<file path="src/rtl/kbd_mem_defs.sv">
// Shared definitions for the keyboard ring buffer: FSM encodings and the
// control-block word offsets also used by the CPU-side driver.
package kbd_mem_defs;

  typedef enum logic [2:0] {
    ST_INIT0   = 3'd0,
    ST_INIT1   = 3'd1,
    ST_IDLE    = 3'd2,
    ST_RD_TAIL = 3'd3,
    ST_CHECK   = 3'd4,
    ST_WR_DATA = 3'd5,
    ST_WR_HEAD = 3'd6
  } kbd_state_e;

  localparam int unsigned HEAD_OFS = 0;
  localparam int unsigned TAIL_OFS = 1;
  localparam int unsigned DATA_OFS = 2;

  localparam int unsigned KEY_W  = 8;
  localparam int unsigned WORD_W = 32;

endpackage

</file>
<file path="src/rtl/kbd_mem_writer.sv">
// Keyboard scancode producer for a memory-mapped ring buffer on data-memory
// port B; the CPU consumes entries and advances the tail word.
module kbd_mem_writer
  import kbd_mem_defs::*;
#(
  parameter logic [31:0] BASE_ADDR = 32'h0000_0400,
  parameter int unsigned DEPTH     = 16
) (
  input  logic              clk,
  input  logic              rst,
  input  logic              key_valid,
  input  logic [KEY_W-1:0]  key_data,
  output logic              key_ready,
  output logic [WORD_W-1:0] io_addr,
  output logic              io_wren,
  output logic [WORD_W-1:0] io_wdata,
  input  logic [WORD_W-1:0] io_rdata,
  output logic [7:0]        drop_cnt,
  output logic [KEY_W-1:0]  last_key
);

  localparam int unsigned AW = $clog2(DEPTH);

  kbd_state_e state, state_nxt;

  logic [AW-1:0]    head;
  logic [AW-1:0]    head_nxt_c;
  logic [AW-1:0]    tail_c;
  logic             full_c;
  logic [KEY_W-1:0] key_r;
  logic             unused_rdata;

  // Only the low AW bits of the tail word are meaningful.
  assign tail_c       = io_rdata[AW-1:0];
  assign unused_rdata = ^io_rdata[WORD_W-1:AW];
  assign head_nxt_c   = head + AW'(1);
  assign full_c       = (head_nxt_c == tail_c);

  always_ff @(posedge clk) begin
    if (rst) state <= ST_INIT0;
    else     state <= state_nxt;
  end

  always_comb begin
    state_nxt = state;
    case (state)
      ST_INIT0:   state_nxt = ST_INIT1;
      ST_INIT1:   state_nxt = ST_IDLE;
      ST_IDLE:    if (key_valid) state_nxt = ST_RD_TAIL;
      ST_RD_TAIL: state_nxt = ST_CHECK;
      ST_CHECK:   state_nxt = full_c ? ST_IDLE : ST_WR_DATA;
      ST_WR_DATA: state_nxt = ST_WR_HEAD;
      ST_WR_HEAD: state_nxt = ST_IDLE;
      default:    state_nxt = ST_INIT0;
    endcase
  end

  // Key latch, drop counter (saturating) and head pointer.
  always_ff @(posedge clk) begin
    if (rst) begin
      head     <= '0;
      drop_cnt <= '0;
      last_key <= '0;
      key_r    <= '0;
    end else begin
      if (state == ST_IDLE && key_valid) begin
        key_r    <= key_data;
        last_key <= key_data;
      end
      if (state == ST_CHECK && full_c && drop_cnt != 8'hFF)
        drop_cnt <= drop_cnt + 8'd1;
      if (state == ST_WR_HEAD)
        head <= head_nxt_c;
    end
  end

  always_comb begin
    key_ready = 1'b0;
    io_addr   = BASE_ADDR + 32'(HEAD_OFS);
    io_wren   = 1'b0;
    io_wdata  = '0;
    case (state)
      ST_INIT0: io_wren = 1'b1;
      ST_INIT1: begin
        io_addr = BASE_ADDR + 32'(TAIL_OFS);
        io_wren = 1'b1;
      end
      ST_IDLE:    key_ready = 1'b1;
      ST_RD_TAIL: io_addr = BASE_ADDR + 32'(TAIL_OFS);
      ST_WR_DATA: begin
        io_addr  = BASE_ADDR + 32'(DATA_OFS) + 32'(head);
        io_wren  = 1'b1;
        io_wdata = 32'(key_r);
      end
      ST_WR_HEAD: begin
        io_wren  = 1'b1;
        io_wdata = 32'(head_nxt_c);
      end
      default: ;
    endcase
  end

endmodule

</file>
<file path="config.mk">
export PLATFORM = sky130hd
export DESIGN_NAME = kbd_mem_writer
export DESIGN_NICKNAME = d
export VERILOG_FILES = /design/src/rtl/kbd_mem_defs.sv /design/src/rtl/kbd_mem_writer.sv
export SDC_FILE = /design/constraint.sdc
export NUM_CORES = 1
export LEC_CHECK = 0
export BUFFER_PORTS_ARGS = -buffer_cell sky130_fd_sc_hd__buf_2
export CAP_MARGIN = 30
export CELL_PAD_IN_SITES_DETAIL_PLACEMENT = 1
export CELL_PAD_IN_SITES_GLOBAL_PLACEMENT = 1
export CORE_MARGIN = 3
export CORE_UTILIZATION = 27
export DETAILED_ROUTE_END_ITERATION = 16
export PLACE_DENSITY = 0.9
export SYNTH_ARGS = -nofsm -noshare
export SYNTH_HDL_FRONTEND = slang
export SYNTH_SLANG_ARGS = --single-unit
</file>
<file path="constraint.sdc">
create_clock -name clk -period 2.4 [get_ports clk]
set_clock_uncertainty 0.1 [all_clocks]
set_input_delay 0.6 -clock clk [delete_from_list [all_inputs] [get_ports clk]]
set_output_delay 0.6 -clock clk [all_outputs]
set_load 0.05 [all_outputs]
</file>
# Yosys cells after proc, flatten, opt, wreduce, memory -nomap -nowiden
# Cells that the tools add are included.
# classes
addsub,3
eq_ne,9
mux,7
n_reduce_logical,7
# op_table
cell,count
case mux 12 bit (2 select lines),1
case mux 3 bit (6 select lines),1
case mux 8 bit (2 select lines),1
adder 11 x 4 -> 12 bit (first input constant),1
== test 3 bit (second input constant),3
adder 8 x 1 -> 8 bit (second input constant),1
inequality test 8 bit (second input constant),1
== test 3 x 2 -> 1 bit (second input constant),2
2-to-1 mux 3 bit,2
adder 4 x 1 -> 4 bit (second input constant),1
== test 4 bit,1
OR reduction 2 bit,2
OR reduction 4 bit,1
== test 3 x 1 -> 1 bit (second input constant),1
logical AND 1 bit,3
zero test 3 bit,1
2-to-1 mux 1 bit,2
inequality test 2 bit (second input constant),1
# totals
regBits,23
input_bits,43
output_inout_bits,82
wordCells,30

# Logic depth before layout (Yosys ltp)
# Gate-level depths: netlist (run 1).
# depth
ltp_word,4
mapped_depth,6
depth_no_buf,6

# Least setup slack after synthesis (run 1)
# No wires, ideal clock.
# synth_timing
path_type,register to output
from,register state[1]
to,output port io_wdata[2]
t_arrival_ns,1.974
required_ns,1.700
slack_ns,-0.274
path_stages_with_launch,4
path_buffers,0
path_cell_list,dfxtp_1 nand2b_1 or2_1 o21ai_0
# synth_via
elab_chain_len,2
word_cells_on_any_way,3
cone_classes,eq/ne (2); mux (1)
# synth_lines
element,line_no,rtl
from (decl),kbd_mem_writer.sv:24,"kbd_state_e state, state_nxt;"
from (signal assigned),kbd_mem_writer.sv:41,else state <= state_nxt;
== test 3 bit,kbd_mem_writer.sv:82,case (state)
case mux 8 bit (2 select lines) *,kbd_mem_writer.sv:82,
to (decl),kbd_mem_writer.sv:16,"output logic [WORD_W-1:0] io_wdata,"
# Every way passes the cells marked *; elsewhere a longest branch is shown, timed or not.

# Worst setup path in the final report (run 1)
# Ends and elaborated chain as after synthesis.

==> reports/metrics.cfg, run 1 <==
[sta]
period_needed_ns=2.28
clock.fmax_mhz=438
max_slew_margin_pct=62.8
slew_viol_final=0
worstMarginPinSlew_ns=0.557
rsz0062_at_grt=false
setup_viol=0
final-hold-violation-count=0
period_share_pct=95.0

[clock_network]
numCtsBuffers=3
clkTransAtPathRegs_ns=0.08
clock_path_buffers=2
clk_latency_ns=0.26
htreeDepth=1
root_buffer=clkbuf_8
cts_tree=built
cts_num_sinks=23
postCtsHoldBufs=0

[yosys]
synth_sequential_area_ratio_pct=28.2
synth_edf_count=0
synth_compound_area_share_pct=8.44
synth-simple-area-share_pct=22.3
syn_area_per_cell_um2=8.23
synth_area_leader_cell=dfxtp_1
synthAdderAreaFrac_pct=2.30
ys_async_sr_fraction_pct=0
synthDistinctLibCells=40
synthTopCellsByCount=buf_4 (51), dfxtp_1 (23), nor2_1 (23)
synth_area_um2=1630
synth.area.top_cells=dfxtp_1 (28%), buf_4 (23%), mux2i_1 (5.5%)
yosysWarnings=0
synth-main-ff-cell=dfxtp_1
syn_inst=198
synth_xor_area_share_pct=7.37
muxShareOfSynthArea_pct=6.22
ys_seq_elements=23
yosysMostFrequentCell=buf_4
synth_top_family_by_area=buffers and inverters
yosysTopAreaCellShare_pct=28.2

[detailed_routing]
drt_iter0_drc=43
vias=1331
firstDrtPassIters=4
routed_wl_um=3890
postRouteAntennaNets=0
post-route-drc-count=0
vias_per_cell=4.21
routedWlPerCell_um=12.3

[power_and_ir_drop]
p_per_area_nw_per_um2=524
power_mw=0.951
power.leakage_nw=0.882
worst_ir_drop_vdd_mv=0.238

[grt]
grtUsageTotal_pct=11.1
antenna_found_initial=0
overflow=0
grt_use_met2_pct=20.5
grt_pass1_vias=1350
grt_pass1_wl_um=6560
met3_usage_pct=3.16
gr-usage-met1_pct=12.7
grt_max_degree=25
top_usage_layer=met2

[critical_path]
critPathLaunchType=flop
required_ns=1.70
reg2reg_depth=6
crit_type=flop to output pin
arrival_ns=1.58
cp_max_fo=8
endpoint_kind=output pin

[floorplanning]
die_y_um=83.7
die_w_um=83.7
io_pins=125
row_count=27
start_util_pct=28.7
core-area_um2=5680
dieArea_um2=7010

[final_layout]
multi_input_area_um2=957
areaGrowthSynthToFinish_pct=11.4
drive_gt1_share_pct=27.5
antenna-diode-count=0
final_nets=291
num-fill-cells=722
fin_cells=316
seq_area_um2=465
utilization_pct=32.0

[run]
drv_cap=0

[place]
dp_cells=312
place_hpwl_um=3110
place.gp.congestion=0.764
io_buffers=45

[hold_path]
hold_class=flop to flop
hold_depth=2

[status]
outcome=completed

area by class of cell:
cell class                 count  share of cell area, %
multi-input combinational    168                   52.7
sequential                    23                   25.6
timing repair buffer          48                   14.0
tap                           72                   4.96
clock buffer                   4                   2.48
inverter                       1                  0.207
kinds of logic (layout without fill, tap and decap cells):
logic type / after synthesis / count (layout)
buf+inv: 56 / 53
compound gates: 22 / 22
xor+xnor: 12 / 12
simple gates: 70 / 70
mux: 10 / 10
other cells: 2 / 51
flops: 23 / 23
fa+ha+maj: 3 / 3
report_power, final:
group / total [mW] / switching, mW / internal (mW)
clock network: 0.246 / 0.127 / 0.119
logic: 0.304 / 0.262 / 0.0426
registers: 0.401 / 0.0105 / 0.391
worst paths after layout:
| kind | startpoint | to | slack, ns |
|---|---|---|---|
| worst max-delay path | state[1] | io_wdata[2] | 0.12 |
| worst min-delay path | head[1] | head[1] | 0.40 |
| worst max register to register | head[1] | drop_cnt[7] | 0.26 |
| worst min register to register | head[1] | head[1] | 0.40 |
what timing repair did:
action | 4_1_cts | 5_1_grt
setup endpoints to repair | 4 | 8
cloned | 0 | 0
setup buffers | 0 | 0
resized for setup | 5 | 5
hold endpoints to repair | 0 | 0
flip-flops by register name, summed over array words and instances (netlist names):
register	flops
head	4
state	3
key_r	8
drop_cnt	8
cells in the final DEF, fill, tap and decap left out, types with 5 or more instances in the layout:
| cell type | count |
|---|---|
| conb_1 | 51 |
| nand3_1 | 6 |
| xnor2_1 | 5 |
| a21oi_1 | 6 |
| and3_1 | 5 |
| nor2_1 | 22 |
| xor2_1 | 5 |
| mux2i_1 | 9 |
| o21ai_0 | 7 |
| buf_4 | 6 |
| dfxtp_1 | 19 |
| nand2_1 | 14 |
| buf_2 | 42 |
metal layers:
layer	part of all wire, %	vias to the layer above
li1	-	649
met1	40	632
met2	52	48
met3	7.8	2
met4	0.36	0
met5	0	-
worst max-delay path, cell delays in order (launching register included):
cell and delay, ns:
dfxtp_2 0.45, nand2b_2 0.14, or2_1 0.30, o21ai_0 0.21
buf_4 0.23
per-stage QoR:
stage               instance area, um2  setup TNS, ns  hold WS [ns]  setup WS (ns)
floorplan                         1810         -0.809         0.372         -0.274
global placement                  1750              0         0.393          0.235
detailed placement                1750              0         0.406          0.203
CTS                               1810              0         0.427         0.0460
global route                      1820              0         0.431        0.00114
finish                            1820              0         0.396          0.119
(Power assumes the default switching activity.)
==> run 2, diff against run 1 <==
--- a/config.mk
+++ b/config.mk
@@ -12,7 +12,7 @@
 export CORE_MARGIN = 3
 export CORE_UTILIZATION = 27
 export DETAILED_ROUTE_END_ITERATION = 16
-export PLACE_DENSITY = 0.9
+export PLACE_DENSITY = 0.79
 export SYNTH_ARGS = -nofsm -noshare
 export SYNTH_HDL_FRONTEND = slang
 export SYNTH_SLANG_ARGS = --single-unit
==> run 2 against run 1 <==
Effect of this change:
- highest routed layer unchanged
- via count down 0.68%
- largest power group unchanged
- worst setup slack better by 0.036 ns
- sequential power about the same
- die area unchanged
- first-iteration DRC count down 23%
- utilization up 0.066 points
- maximum frequency up 1.6%
- combinational power about the same
- sequential share of layout area up 0.085 points
- register-to-register slack about the same
==> reports/metrics.cfg, run 2 (same netlist as run 1, synthesis figures left out) <==
[final_layout]
fin_cells=316
num-fill-cells=737
seq_area_um2=468
final_nets=291
multi_input_area_um2=956
antenna-diode-count=0
mostFrequentLayoutCells=conb_1 (51), buf_2 (41), nor2_1 (22)
areaGrowthSynthToFinish_pct=11.7
reg.largest.list=drop_cnt: 8 flops, key_r: 8 flops, head: 4 flops
drive_gt1_share_pct=27.0
utilization_pct=32.1
final_common_cell=conb_1

[clock_network]
htreeDepth=1
cts_num_sinks=23
cts_setup_buffers=0
clk_latency_ns=0.26
root_buffer=clkbuf_8
numCtsBuffers=3
clkTransAtPathRegs_ns=0.08
clock_path_buffers=2
postCtsHoldBufs=0
cts_tree=built

[detailed_routing]
routed_wl_um=3920
postRouteAntennaNets=0
post-route-drc-count=0
drt_iter0_drc=33
vias_per_cell=4.18
routedWlPerCell_um=12.4
vias=1322
firstDrtPassIters=4

[floorplanning]
core-area_um2=5680
die_y_um=83.7
row_count=27
start_util_pct=28.7
die_w_um=83.7
dieArea_um2=7010
io_pins=125

[power_and_ir_drop]
p_int_mw=0.552
p_per_area_nw_per_um2=521
clockPowerShare_pct=25.7
power.leakage_nw=0.880
power_switching_mw=0.396
combPwrFrac_pct=32.0
worst_ir_drop_vdd_mv=0.201
p_sw_share_pct=41.8
seq_power_share_pct=42.3

[critical_path]
reg2reg_depth=6
path_depth=5
cp_cell_sequence=ha_1 > nand2_1 > xor2_1 > o21ai_1 > buf_4
cpMaxStageDelayCell=dfxtp_2
crit_type=flop to output pin
endpoint_kind=output pin
critPathLaunchType=flop
path_buf_inv=1
crit_family=flip-flops
required_ns=1.70
arrival_ns=1.54
cp_max_fo=4
critPathMaxStageDelay_ns=0.38

[place]
dp_cells=312
place_hpwl_um=3210
dp_slack_ns=0.173
place.gp.congestion=0.727
io_buffers=45

[grt]
overflow=0
grt_pass1_vias=1260
grtUsageTotal_pct=10.9
grt_max_degree=25
antenna_found_initial=0
grt_pass1_wl_um=6270

[sta]
final-hold-violation-count=0
fin_ws_ns=0.156
setup_viol=0
clock.fmax_mhz=446
period_share_pct=93.5
slew_viol_final=0
period_needed_ns=2.24
max_slew_margin_pct=58.8
rsz0062_at_grt=false
worstMarginPinSlew_ns=0.618
fin_setup_tns_ns=0

[hold_path]
hold_depth=2
hold_class=flop to flop

[status]
outcome=completed

[run]
drv_cap=0

==> run 2: cell types whose count changed in the layout (fill, tap and decap cells not counted) <==
cell / before / now
dfxtp_2: 4 / 3
clkbuf_4: 0 / 1
o21ai_1: 0 / 1
buf_2: 42 / 41
o21ai_0: 7 / 6
and2_1: 1 / 2
dfxtp_4: 0 / 1
and2_2: 2 / 1
==> run 2: power groups by stage <==
stage / combinational, mW / clock [mW] / sequential, mW
after floorplan: 0.310 / 0 / 0.424
after detailed placement: 0.302 / 0 / 0.408
after global placement: 0.299 / 0 / 0.408
after CTS: 0.303 / 0.254 / 0.400
after global routing: 0.319 / 0.274 / 0.402
final: 0.303 / 0.244 / 0.400
==> run 2: worst paths after layout <==
check	startpoint	endpoint	slack, ns
setup / recovery	head[2]	io_wdata[3]	0.16
hold / removal	head[1]	head[1]	0.40
setup reg to reg	head[1]	drop_cnt[7]	0.25
hold reg to reg	head[1]	head[1]	0.40
==> run 2: area by class of cell <==
type / count / share of cell area, %
timing repair buffer: 48 / 14.2
sequential: 23 / 25.7
tap: 72 / 4.95
inverter: 1 / 0.206
clock buffer: 4 / 2.47
multi-input combinational: 168 / 52.5
==> run 2: tightest hold or removal path, stage by stage, from the launching register on <==
cell,delay [ns]
dfxtp_2,0.35
nand2_1,0.06
a21oi_1,0.05
==> run 2: what timing repair did <==
item	4_1_cts	5_1_grt
endpoints found under the setup margin	4	8
gates resized for setup	5	7
cloned	0	0
==> run 2: routing by layer <==
metal	global-route usage [%]	wire length (um)	vias to the layer above
met5	0	0	-
met1	12.2	1480	617
met3	3.75	310	6
met2	19.7	2080	51
li1	-	-	648
met4	2.34	46	0
==> run 2: through the flow <==
| stage | cell area [um2] | hold slack [ns] | total power, mW |
|---|---|---|---|
| 2_1_floorplan | 1810 | 0.372 | 0.734 |
| 3_5_place_dp | 1750 | 0.405 | 0.711 |
| 3_3_place_gp | 1750 | 0.396 | 0.707 |
| 4_1_cts | 1810 | 0.425 | 0.957 |
| 5_1_grt | 1820 | 0.411 | 0.994 |
| 6_report | 1820 | 0.396 | 0.948 |
